File: src/rtl/wb_arbiter_if.sv
// Writeback arbiter bus: FU result inputs, flush inputs, CDB output.
// slave = arbiter side, master = FU / pipeline side.
interface wb_arbiter_if #(
  parameter int PREG_W = 7,
  parameter int TAG_W  = 5
);
  logic              alu_valid;
  logic              alu_ready;
  logic [TAG_W-1:0]  alu_rob_tag;
  logic [PREG_W-1:0] alu_pd;
  logic              alu_we;
  logic [31:0]       alu_result;

  logic              b_valid;
  logic              b_ready;
  logic [TAG_W-1:0]  b_rob_tag;
  logic [PREG_W-1:0] b_pd;
  logic              b_we;
  logic [31:0]       b_result;

  logic              mem_valid;
  logic              mem_ready;
  logic [TAG_W-1:0]  mem_rob_tag;
  logic [PREG_W-1:0] mem_pd;
  logic              mem_we;
  logic [31:0]       mem_result;

  logic [TAG_W-1:0]  rob_head;
  logic              mispredict;
  logic [TAG_W-1:0]  mispredict_tag;

  logic              cdb_valid;
  logic [1:0]        cdb_src;
  logic [TAG_W-1:0]  cdb_rob_tag;
  logic [PREG_W-1:0] cdb_pd;
  logic              cdb_we;
  logic [31:0]       cdb_data;

  modport slave (
    input  alu_valid, alu_rob_tag, alu_pd,
    input  alu_we, alu_result,
    output alu_ready,
    input  b_valid, b_rob_tag, b_pd,
    input  b_we, b_result,
    output b_ready,
    input  mem_valid, mem_rob_tag, mem_pd,
    input  mem_we, mem_result,
    output mem_ready,
    input  rob_head, mispredict, mispredict_tag,
    output cdb_valid, cdb_src, cdb_rob_tag,
    output cdb_pd, cdb_we, cdb_data
  );

  modport master (
    output alu_valid, alu_rob_tag, alu_pd,
    output alu_we, alu_result,
    input  alu_ready,
    output b_valid, b_rob_tag, b_pd,
    output b_we, b_result,
    input  b_ready,
    output mem_valid, mem_rob_tag, mem_pd,
    output mem_we, mem_result,
    input  mem_ready,
    output rob_head, mispredict, mispredict_tag,
    input  cdb_valid, cdb_src, cdb_rob_tag,
    input  cdb_pd, cdb_we, cdb_data
  );
endinterface

File: src/rtl/wb_arbiter.sv
// Writeback arbiter: per-FU result FIFOs, round-robin grant
// onto a registered CDB, squash of results younger than a mispredict.
module wb_arbiter #(
  parameter int DEPTH  = 2,
  parameter int PREG_W = 7,
  parameter int TAG_W  = 5
) (
  input  logic        clk,
  input  logic        reset,
  wb_arbiter_if.slave bus
);

  localparam int NS = 3;
  localparam int PW = $clog2(DEPTH);
  localparam int CW = PW + 1;

  localparam logic [1:0] SRC_ALU = 2'd0;
  localparam logic [1:0] SRC_BR  = 2'd1;
  localparam logic [1:0] SRC_MEM = 2'd2;

  // age relative to the ROB head; larger age = younger
  function automatic logic younger(
    input logic [TAG_W-1:0] t,
    input logic [TAG_W-1:0] hd,
    input logic [TAG_W-1:0] ma
  );
    logic [TAG_W-1:0] a;
    a = t - hd;
    return a > ma;
  endfunction

  logic              in_vld  [NS];
  logic [TAG_W-1:0]  in_tag  [NS];
  logic [PREG_W-1:0] in_pd   [NS];
  logic              in_we   [NS];
  logic [31:0]       in_data [NS];

  logic [DEPTH-1:0]  slot_q [NS];
  logic [DEPTH-1:0]  slot_d [NS];
  logic [TAG_W-1:0]  tag_q  [NS][DEPTH];
  logic [PREG_W-1:0] pd_q   [NS][DEPTH];
  logic              we_q   [NS][DEPTH];
  logic [31:0]       data_q [NS][DEPTH];
  logic [PW-1:0]     rd_q   [NS];
  logic [PW-1:0]     rd_d   [NS];
  logic [PW-1:0]     wr_q   [NS];
  logic [PW-1:0]     wr_d   [NS];
  logic [CW-1:0]     cnt_q  [NS];
  logic [CW-1:0]     cnt_d  [NS];

  logic [1:0]        rr_q;
  logic [1:0]        rr_d;

  logic              cv_q;
  logic              cv_d;
  logic [1:0]        csrc_q;
  logic [1:0]        csrc_d;
  logic [TAG_W-1:0]  ctag_q;
  logic [TAG_W-1:0]  ctag_d;
  logic [PREG_W-1:0] cpd_q;
  logic [PREG_W-1:0] cpd_d;
  logic              cwe_q;
  logic              cwe_d;
  logic [31:0]       cdat_q;
  logic [31:0]       cdat_d;

  logic [TAG_W-1:0]  head;
  logic [TAG_W-1:0]  mt_age;
  logic              flush;

  logic [NS-1:0]     rdy;
  logic [NS-1:0]     push;
  logic [NS-1:0]     pop;
  logic [NS-1:0]     live;
  logic [NS-1:0]     dead;
  logic [NS-1:0]     gnt;
  logic              in_kill [NS];

  logic [TAG_W-1:0]  hd_tag  [NS];
  logic [PREG_W-1:0] hd_pd   [NS];
  logic              hd_we   [NS];
  logic [31:0]       hd_data [NS];

  logic [2:0][1:0]   ord;
  logic              found;
  logic [1:0]        win;

  assign head   = bus.rob_head;
  assign flush  = bus.mispredict;
  assign mt_age = bus.mispredict_tag - bus.rob_head;

  // gather the three FU result ports into source-indexed arrays
  always_comb begin
    in_vld[SRC_ALU]  = bus.alu_valid;
    in_tag[SRC_ALU]  = bus.alu_rob_tag;
    in_pd[SRC_ALU]   = bus.alu_pd;
    in_we[SRC_ALU]   = bus.alu_we;
    in_data[SRC_ALU] = bus.alu_result;
    in_vld[SRC_BR]   = bus.b_valid;
    in_tag[SRC_BR]   = bus.b_rob_tag;
    in_pd[SRC_BR]    = bus.b_pd;
    in_we[SRC_BR]    = bus.b_we;
    in_data[SRC_BR]  = bus.b_result;
    in_vld[SRC_MEM]  = bus.mem_valid;
    in_tag[SRC_MEM]  = bus.mem_rob_tag;
    in_pd[SRC_MEM]   = bus.mem_pd;
    in_we[SRC_MEM]   = bus.mem_we;
    in_data[SRC_MEM] = bus.mem_result;
  end

  // head view, liveness and handshake per source
  always_comb begin
    for (int s = 0; s < NS; s++) begin
      hd_tag[s]  = tag_q[s][rd_q[s]];
      hd_pd[s]   = pd_q[s][rd_q[s]];
      hd_we[s]   = we_q[s][rd_q[s]];
      hd_data[s] = data_q[s][rd_q[s]];
      rdy[s]     = cnt_q[s] < CW'(DEPTH);
      push[s]    = in_vld[s] & rdy[s];
      in_kill[s] = flush &
                   younger(in_tag[s], head, mt_age);
      live[s]    = (cnt_q[s] != '0) &
                   slot_q[s][rd_q[s]] &
                   !(flush &
                     younger(hd_tag[s], head, mt_age));
      dead[s]    = (cnt_q[s] != '0) &
                   !slot_q[s][rd_q[s]];
    end
  end

  // round-robin search order starting at the pointer
  always_comb begin
    ord = {2'd2, 2'd1, 2'd0};
    unique case (1'b1)
      rr_q == 2'd1: ord = {2'd0, 2'd2, 2'd1};
      rr_q == 2'd2: ord = {2'd1, 2'd0, 2'd2};
      default:      ord = {2'd2, 2'd1, 2'd0};
    endcase
  end

  // pick the first live head in search order
  always_comb begin
    found = 1'b0;
    win   = 2'd0;
    for (int i = 0; i < NS; i++) begin
      if (!found && live[ord[i]]) begin
        found = 1'b1;
        win   = ord[i];
      end
    end
    gnt  = '0;
    rr_d = rr_q;
    if (found) begin
      gnt[win] = 1'b1;
      rr_d     = (win == 2'd2) ? 2'd0
                               : win + 2'd1;
    end
  end

  assign pop = gnt | dead;

  // FIFO pointer, count and slot-valid next state
  always_comb begin
    for (int s = 0; s < NS; s++) begin
      slot_d[s] = slot_q[s];
      rd_d[s]   = rd_q[s];
      wr_d[s]   = wr_q[s];
      if (flush) begin
        for (int e = 0; e < DEPTH; e++) begin
          if (younger(tag_q[s][e], head, mt_age))
            slot_d[s][e] = 1'b0;
        end
      end
      if (pop[s]) begin
        slot_d[s][rd_q[s]] = 1'b0;
        rd_d[s] = rd_q[s] + PW'(1);
      end
      if (push[s]) begin
        slot_d[s][wr_q[s]] = !in_kill[s];
        wr_d[s] = wr_q[s] + PW'(1);
      end
      cnt_d[s] = cnt_q[s] + CW'(push[s])
                          - CW'(pop[s]);
    end
  end

  // CDB register load from the granted head
  always_comb begin
    cv_d   = found;
    csrc_d = csrc_q;
    ctag_d = ctag_q;
    cpd_d  = cpd_q;
    cwe_d  = cwe_q;
    cdat_d = cdat_q;
    if (found) begin
      csrc_d = win;
      ctag_d = hd_tag[win];
      cpd_d  = hd_pd[win];
      cwe_d  = hd_we[win];
      cdat_d = hd_data[win];
    end
  end

  // payload storage written at the tail on enqueue
  always_ff @(posedge clk) begin
    for (int s = 0; s < NS; s++) begin
      if (push[s]) begin
        tag_q[s][wr_q[s]]  <= in_tag[s];
        pd_q[s][wr_q[s]]   <= in_pd[s];
        we_q[s][wr_q[s]]   <= in_we[s];
        data_q[s][wr_q[s]] <= in_data[s];
      end
    end
  end

  // control state: FIFO bookkeeping, pointer, CDB register
  always_ff @(posedge clk or posedge reset) begin
    if (reset) begin
      for (int s = 0; s < NS; s++) begin
        slot_q[s] <= '0;
        rd_q[s]   <= '0;
        wr_q[s]   <= '0;
        cnt_q[s]  <= '0;
      end
      rr_q   <= 2'd0;
      cv_q   <= 1'b0;
      csrc_q <= 2'd0;
      ctag_q <= '0;
      cpd_q  <= '0;
      cwe_q  <= 1'b0;
      cdat_q <= '0;
    end else begin
      for (int s = 0; s < NS; s++) begin
        slot_q[s] <= slot_d[s];
        rd_q[s]   <= rd_d[s];
        wr_q[s]   <= wr_d[s];
        cnt_q[s]  <= cnt_d[s];
      end
      rr_q   <= rr_d;
      cv_q   <= cv_d;
      csrc_q <= csrc_d;
      ctag_q <= ctag_d;
      cpd_q  <= cpd_d;
      cwe_q  <= cwe_d;
      cdat_q <= cdat_d;
    end
  end

  assign bus.alu_ready   = rdy[SRC_ALU];
  assign bus.b_ready     = rdy[SRC_BR];
  assign bus.mem_ready   = rdy[SRC_MEM];
  assign bus.cdb_valid   = cv_q;
  assign bus.cdb_src     = csrc_q;
  assign bus.cdb_rob_tag = ctag_q;
  assign bus.cdb_pd      = cpd_q;
  assign bus.cdb_we      = cv_q & cwe_q;
  assign bus.cdb_data    = cdat_q;

endmodule

File: src/flat_wrapper.sv
// flat-port wrapper written by rule: the top's interface ports become plain ports
module wb_arbiter_flat 
#(
  parameter int DEPTH  = 2,
  parameter int PREG_W = 7,
  parameter int TAG_W  = 5
)
  (clk, reset, bus_alu_valid, bus_alu_rob_tag, bus_alu_pd, bus_alu_we, bus_alu_result, bus_alu_ready, bus_b_valid, bus_b_rob_tag, bus_b_pd, bus_b_we, bus_b_result, bus_b_ready, bus_mem_valid, bus_mem_rob_tag, bus_mem_pd, bus_mem_we, bus_mem_result, bus_mem_ready, bus_rob_head, bus_mispredict, bus_mispredict_tag, bus_cdb_valid, bus_cdb_src, bus_cdb_rob_tag, bus_cdb_pd, bus_cdb_we, bus_cdb_data);
  wb_arbiter_if #(.PREG_W(PREG_W), .TAG_W(TAG_W)) bus_i ();
  input  logic clk;
  input  logic reset;
  input wire logic [$bits(bus_i.alu_valid)-1:0] bus_alu_valid;
  input wire logic [$bits(bus_i.alu_rob_tag)-1:0] bus_alu_rob_tag;
  input wire logic [$bits(bus_i.alu_pd)-1:0] bus_alu_pd;
  input wire logic [$bits(bus_i.alu_we)-1:0] bus_alu_we;
  input wire logic [$bits(bus_i.alu_result)-1:0] bus_alu_result;
  output wire logic [$bits(bus_i.alu_ready)-1:0] bus_alu_ready;
  input wire logic [$bits(bus_i.b_valid)-1:0] bus_b_valid;
  input wire logic [$bits(bus_i.b_rob_tag)-1:0] bus_b_rob_tag;
  input wire logic [$bits(bus_i.b_pd)-1:0] bus_b_pd;
  input wire logic [$bits(bus_i.b_we)-1:0] bus_b_we;
  input wire logic [$bits(bus_i.b_result)-1:0] bus_b_result;
  output wire logic [$bits(bus_i.b_ready)-1:0] bus_b_ready;
  input wire logic [$bits(bus_i.mem_valid)-1:0] bus_mem_valid;
  input wire logic [$bits(bus_i.mem_rob_tag)-1:0] bus_mem_rob_tag;
  input wire logic [$bits(bus_i.mem_pd)-1:0] bus_mem_pd;
  input wire logic [$bits(bus_i.mem_we)-1:0] bus_mem_we;
  input wire logic [$bits(bus_i.mem_result)-1:0] bus_mem_result;
  output wire logic [$bits(bus_i.mem_ready)-1:0] bus_mem_ready;
  input wire logic [$bits(bus_i.rob_head)-1:0] bus_rob_head;
  input wire logic [$bits(bus_i.mispredict)-1:0] bus_mispredict;
  input wire logic [$bits(bus_i.mispredict_tag)-1:0] bus_mispredict_tag;
  output wire logic [$bits(bus_i.cdb_valid)-1:0] bus_cdb_valid;
  output wire logic [$bits(bus_i.cdb_src)-1:0] bus_cdb_src;
  output wire logic [$bits(bus_i.cdb_rob_tag)-1:0] bus_cdb_rob_tag;
  output wire logic [$bits(bus_i.cdb_pd)-1:0] bus_cdb_pd;
  output wire logic [$bits(bus_i.cdb_we)-1:0] bus_cdb_we;
  output wire logic [$bits(bus_i.cdb_data)-1:0] bus_cdb_data;
  assign bus_i.alu_valid = bus_alu_valid;
  assign bus_i.alu_rob_tag = bus_alu_rob_tag;
  assign bus_i.alu_pd = bus_alu_pd;
  assign bus_i.alu_we = bus_alu_we;
  assign bus_i.alu_result = bus_alu_result;
  assign bus_alu_ready = bus_i.alu_ready;
  assign bus_i.b_valid = bus_b_valid;
  assign bus_i.b_rob_tag = bus_b_rob_tag;
  assign bus_i.b_pd = bus_b_pd;
  assign bus_i.b_we = bus_b_we;
  assign bus_i.b_result = bus_b_result;
  assign bus_b_ready = bus_i.b_ready;
  assign bus_i.mem_valid = bus_mem_valid;
  assign bus_i.mem_rob_tag = bus_mem_rob_tag;
  assign bus_i.mem_pd = bus_mem_pd;
  assign bus_i.mem_we = bus_mem_we;
  assign bus_i.mem_result = bus_mem_result;
  assign bus_mem_ready = bus_i.mem_ready;
  assign bus_i.rob_head = bus_rob_head;
  assign bus_i.mispredict = bus_mispredict;
  assign bus_i.mispredict_tag = bus_mispredict_tag;
  assign bus_cdb_valid = bus_i.cdb_valid;
  assign bus_cdb_src = bus_i.cdb_src;
  assign bus_cdb_rob_tag = bus_i.cdb_rob_tag;
  assign bus_cdb_pd = bus_i.cdb_pd;
  assign bus_cdb_we = bus_i.cdb_we;
  assign bus_cdb_data = bus_i.cdb_data;
  wb_arbiter #(.DEPTH(DEPTH), .PREG_W(PREG_W), .TAG_W(TAG_W)) u_core (.clk(clk), .reset(reset), .bus(bus_i));
endmodule
File: config.mk
export PLATFORM = sky130hd
export DESIGN_NAME = wb_arbiter_flat
export DESIGN_NICKNAME = d
export VERILOG_FILES = /design/src/rtl/wb_arbiter_if.sv /design/src/rtl/wb_arbiter.sv /design/src/flat_wrapper.sv
export SDC_FILE = /design/constraint.sdc
export NUM_CORES = 1
export LEC_CHECK = 0
export ABC_CLOCK_PERIOD_IN_PS = 5550
export BUFFER_PORTS_ARGS = -buffer_cell sky130_fd_sc_hd__buf_4
export CAP_MARGIN = 20
export CORE_UTILIZATION = 58
export CTS_CLUSTER_SIZE = 14
export DETAILED_ROUTE_END_ITERATION = 10
export PLACE_DENSITY = 0.8
export SLEW_MARGIN = 5
export SYNTH_ARGS = -nofsm -noshare
export SYNTH_HDL_FRONTEND = slang
export SYNTH_SLANG_ARGS = --single-unit
File: constraint.sdc
create_clock -name clk -period 5.55 [get_ports clk]
set_input_delay 0.555 -clock clk [delete_from_list [all_inputs] [get_ports clk]]
set_output_delay 0.555 -clock clk [all_outputs]
set_load 0.05 [all_outputs]
==> impl_results.md <==
- Outcome: completed
- Row count: 60
- Number of antenna violations at the first check in global routing: 1
- DR WL/cell: between 20 and 25 um
- Sink count of the clock tree: about 340
- Maxcap violations: 0
- Setup crit end kind: register
- HP Class: input pin to register
- Skew final: about 0.02 ns
- CTS buffer count: 34
- Worst slew margin: 0.341
- Minimum clock period: ~4.7 ns
- PD cells: 592 nW/um^2
- Syn nets: about 1,400
- Worst Tran Pin Value: between 0.9 and 1 ns
- Io pins: roughly 200
- Fmax: around 0.21 GHz
- Delay of the slowest critical-path stage: ~0.75 ns
- Synthesis-stage register bit count: 338
- Layout area overhead: 19.6%
- Crit-path max FO: 46
- Final Max Slew Viols: 0
- Worst endpoint required time: 5.93 ns
- Crit path to: u_core.bus.cdb_pd[2]
- Startpoint types: register
- Clk buf depth: 3
- Final Wtd Congestion: between 0.8 and 0.9
- Top Family by Delay on Critical Path: compound AO/OA/AOI/OAI gates
- Postcts setup bufs: 0
- Layout cells sized above 1: 0.231
- Synth warn: 0
- Final setup TNS: 0 ns
- R2r setup slk: 0.88 ns
- Iteration-0 DRC Markers: 713
- Non-filler cells, final: roughly 1,800
- Largest net degree at the start of global routing: 66
- Core Box Area: roughly 27,000 um^2
- Die Wd: roughly 170 um
- Syn_area_per_cell: 14.1 um^2
- Setup Viol. Count Final: 0
- Worst EP arrival: 5.05 ns
- Worst R2R End: u_core.bus.cdb_pd[2]
- Synthesized area: roughly 16,000 um^2
- Leakage power: between 8 and 9 nW
- Fin. Hold Viols: 0
- Residual DRC: 0
- Hpwl dp: 25.5 mm
- Layout Nets: roughly 1,600
- Port-buffer cells: 201
- RSZ-0062 raised after global routing: false
- GR Overflow Total: 0
- Worst path cell trace: buf_4, mux2_2, xor3_1, ha_1, and3_1, a31oi_1, o31ai_1, a221oi_2, and2_2, buf_4, a21oi_1, a221o_1
- Die Ht: ~170 um
- Clock Latency Late Sink: 0.50 ns
- Total Wirelength: about 39 mm
- R2R depth: 12
- Hold path depth: 1
- Via density: between 5 and 6
- CP most frequent cell: buf_4
- Ys flop type: edfxtp_1
- Clk Tree Root Cell: clkbuf_16
- Period utilization: 0.841
- TritonCTS clock tree: yes
- Power, Total: around 11 mW
- Setup CP Type: register to register
- Cells after synthesis: around 1,200
- # fillers: ~1,800
- Routed Antenna Nets: 0
- DR pass1 iterations: 5
- CP Depth: 12
- H-tree Lvls: 2
- Asr flop ratio synth: 0.201
- Vias: around 10,000
- Initial core utilization: 0.597
- Post-synth EDFFs: 270
- Tot GR Track Use: 0.278
- Placed Instances: approximately 1,700
- Seq/Total Area, Yosys: 0.604
- Slowest cell on the critical path: buf_4
- Worst-path clk slew: 0.06 ns
- Critical Path Start: u_core.rd_q[2]
- Die area: ~29,000 um^2
- Yosys cell types: 60
- Vias in the first global route: ~11,000
- Peak VDD IR: between 300 and 400 uV
- First-pass GRT wire length: ~60 mm
- Critical R2R Launch: u_core.rd_q[2]
- CP bufs+invs: 2
## routing by layer
metal	share of wire	vias to the layer above	track usage	routed length [um]
met1	0.40	5188	0.353	15400
met5	0	-	0	0
met2	0.50	423	0.482	19600
li1	-	4793	-	-
met3	0.075	74	0.0513	2920
met4	0.027	0	0.0881	1060
## cells by family (layout without fill, tap and decap cells)
family,count (synthesis),count (layout),share of synthesized area
compound gates,235,235,0.103
xor+xnor,71,71,0.0392
fa+ha+maj,121,121,0.0987
buf+inv,98,346,0.0258
flops,338,338,0.604
mux,139,139,0.0869
other cells,0,1,0
simple gates,151,151,0.0417
## placed cells by master, fill, tap and decap left out, types with 5 or more instances in the layout
cell	synthesis	layout
inv_1	50	49
a221o_1	46	46
fa_1	13	13
clkbuf_8	0	5
o21a_1	6	5
nor2_1	45	44
o22ai_1	7	7
clkinv_1	0	5
o211ai_1	5	5
a21o_1	36	36
xnor2_1	46	46
nor2b_1	15	13
xor2_1	24	24
ha_1	104	104
nand2_1	57	57
o21ai_0	12	12
mux2i_1	124	124
clkbuf_1	22	5
mux2_2	15	15
dfrtp_1	68	65
buf_4	7	233
o21ai_1	6	6
a21oi_1	83	83
clkbuf_16	0	34
edfxtp_1	270	270
nand3_1	9	8
## worst register-to-register path, stage by stage (launching register included)
cell	delay (ns)
dfrtp_2	0.44
buf_4	0.75
mux2_2	0.47
xor3_1	0.37
ha_1	0.31
and3_1	0.18
a31oi_1	0.34
o31ai_1	0.16
a221oi_2	0.35
and2_2	0.23
buf_4	0.40
a21oi_1	0.16
a221o_1	0.37
## where the power goes
group / internal (mW) / leakage [nW] / switching [mW]
clock network: 1.34 / 0.539 / 0.923
logic: 2.11 / 4.33 / 3.31
registers: 3.49 / 3.31 / 0.329
total: 6.94 / 8.18 / 4.56
## synth_stat cells (4+ instances only)
master,number,share of area
nor3_1,4,0.0012
edfxtp_1,270,0.50
xor2_1,24,0.013
nand2b_1,4,0.0015
and2_1,6,0.0023
fa_1,13,0.016
ha_1,104,0.080
mux2_2,15,0.010
mux2i_1,124,0.076
maj3_1,4,0.0025
a21o_1,36,0.017
o22ai_1,7,0.0027
buf_2,14,0.0043
o21ai_0,12,0.0037
nand3_1,9,0.0028
clkbuf_1,22,0.0051
xnor2_1,46,0.025
buf_4,7,0.0032
o211ai_1,5,0.0023
a221o_1,46,0.028
o32a_1,4,0.0025
nor2b_1,15,0.0058
a21oi_1,83,0.026
dfrtp_1,68,0.10
nand2_1,57,0.013
o21a_1,6,0.0028
nor2_1,45,0.010
o21ai_1,6,0.0019
inv_1,50,0.012
## repair_timing
item	4_1_cts	5_1_grt
hold buffers	1	0
endpoints found under the hold margin	3	0
resized for setup	0	0
## sequential cells by signal, indices dropped and copies added, names as in the netlist
signal	count
u_core.data_q	192
u_core.wr_q	3
u_core.bus.cdb_src	2
u_core.we_q	6
u_core.bus.cdb_valid	1
u_core.pd_q	42
u_core.rd_q	3
u_core.cwe_q	1
u_core.bus.cdb_data	32
u_core.cnt_q	6
u_core.tag_q	30
u_core.rr_q	2
u_core.bus.cdb_rob_tag	5
u_core.slot_q	6
u_core.bus.cdb_pd	7
## stage by stage
stage | util | worst slack [ns] | hold WS (ns) | cell area (um^2)
floorplan | - | 0.348 | 0.455 | 16200
global placement | 0.673 | 0.946 | 0.423 | 18300
detailed placement | 0.673 | 0.838 | 0.424 | 18300
CTS | 0.714 | 0.919 | 0.217 | 19400
global route | 0.714 | 0.642 | 0.215 | 19400
finish | 0.714 | 0.882 | 0.233 | 19400
## final cells by class
class	count	area [um^2]	share of cell area
flip-flops and latches	338	9810	0.506
multi-input cells	717	6050	0.311
repair buffers	235	1780	0.0917
clock buffers	44	938	0.0483
well taps	372	465	0.0240
inverters	51	193	0.00993
clock inverters	16	173	0.00890
diodes	1	2.50	0.000129
## how the worst min path moves through the flow
stage / startpoint / endpoint / slack, ns
after floorplan: u_core.wr_q[1] / u_core.wr_q[1] / 0.46
after global placement: reset / u_core.bus.cdb_data[26] / 0.42
after detailed placement: reset / u_core.bus.cdb_data[26] / 0.42
after CTS: bus_mem_result[8] / u_core.data_q[0][136] / 0.22
after global routing: bus_mem_result[2] / u_core.data_q[0][162] / 0.22
final: bus_mem_result[2] / u_core.data_q[0][162] / 0.23
No activity file was read; power rests on OpenSTA's default activity.
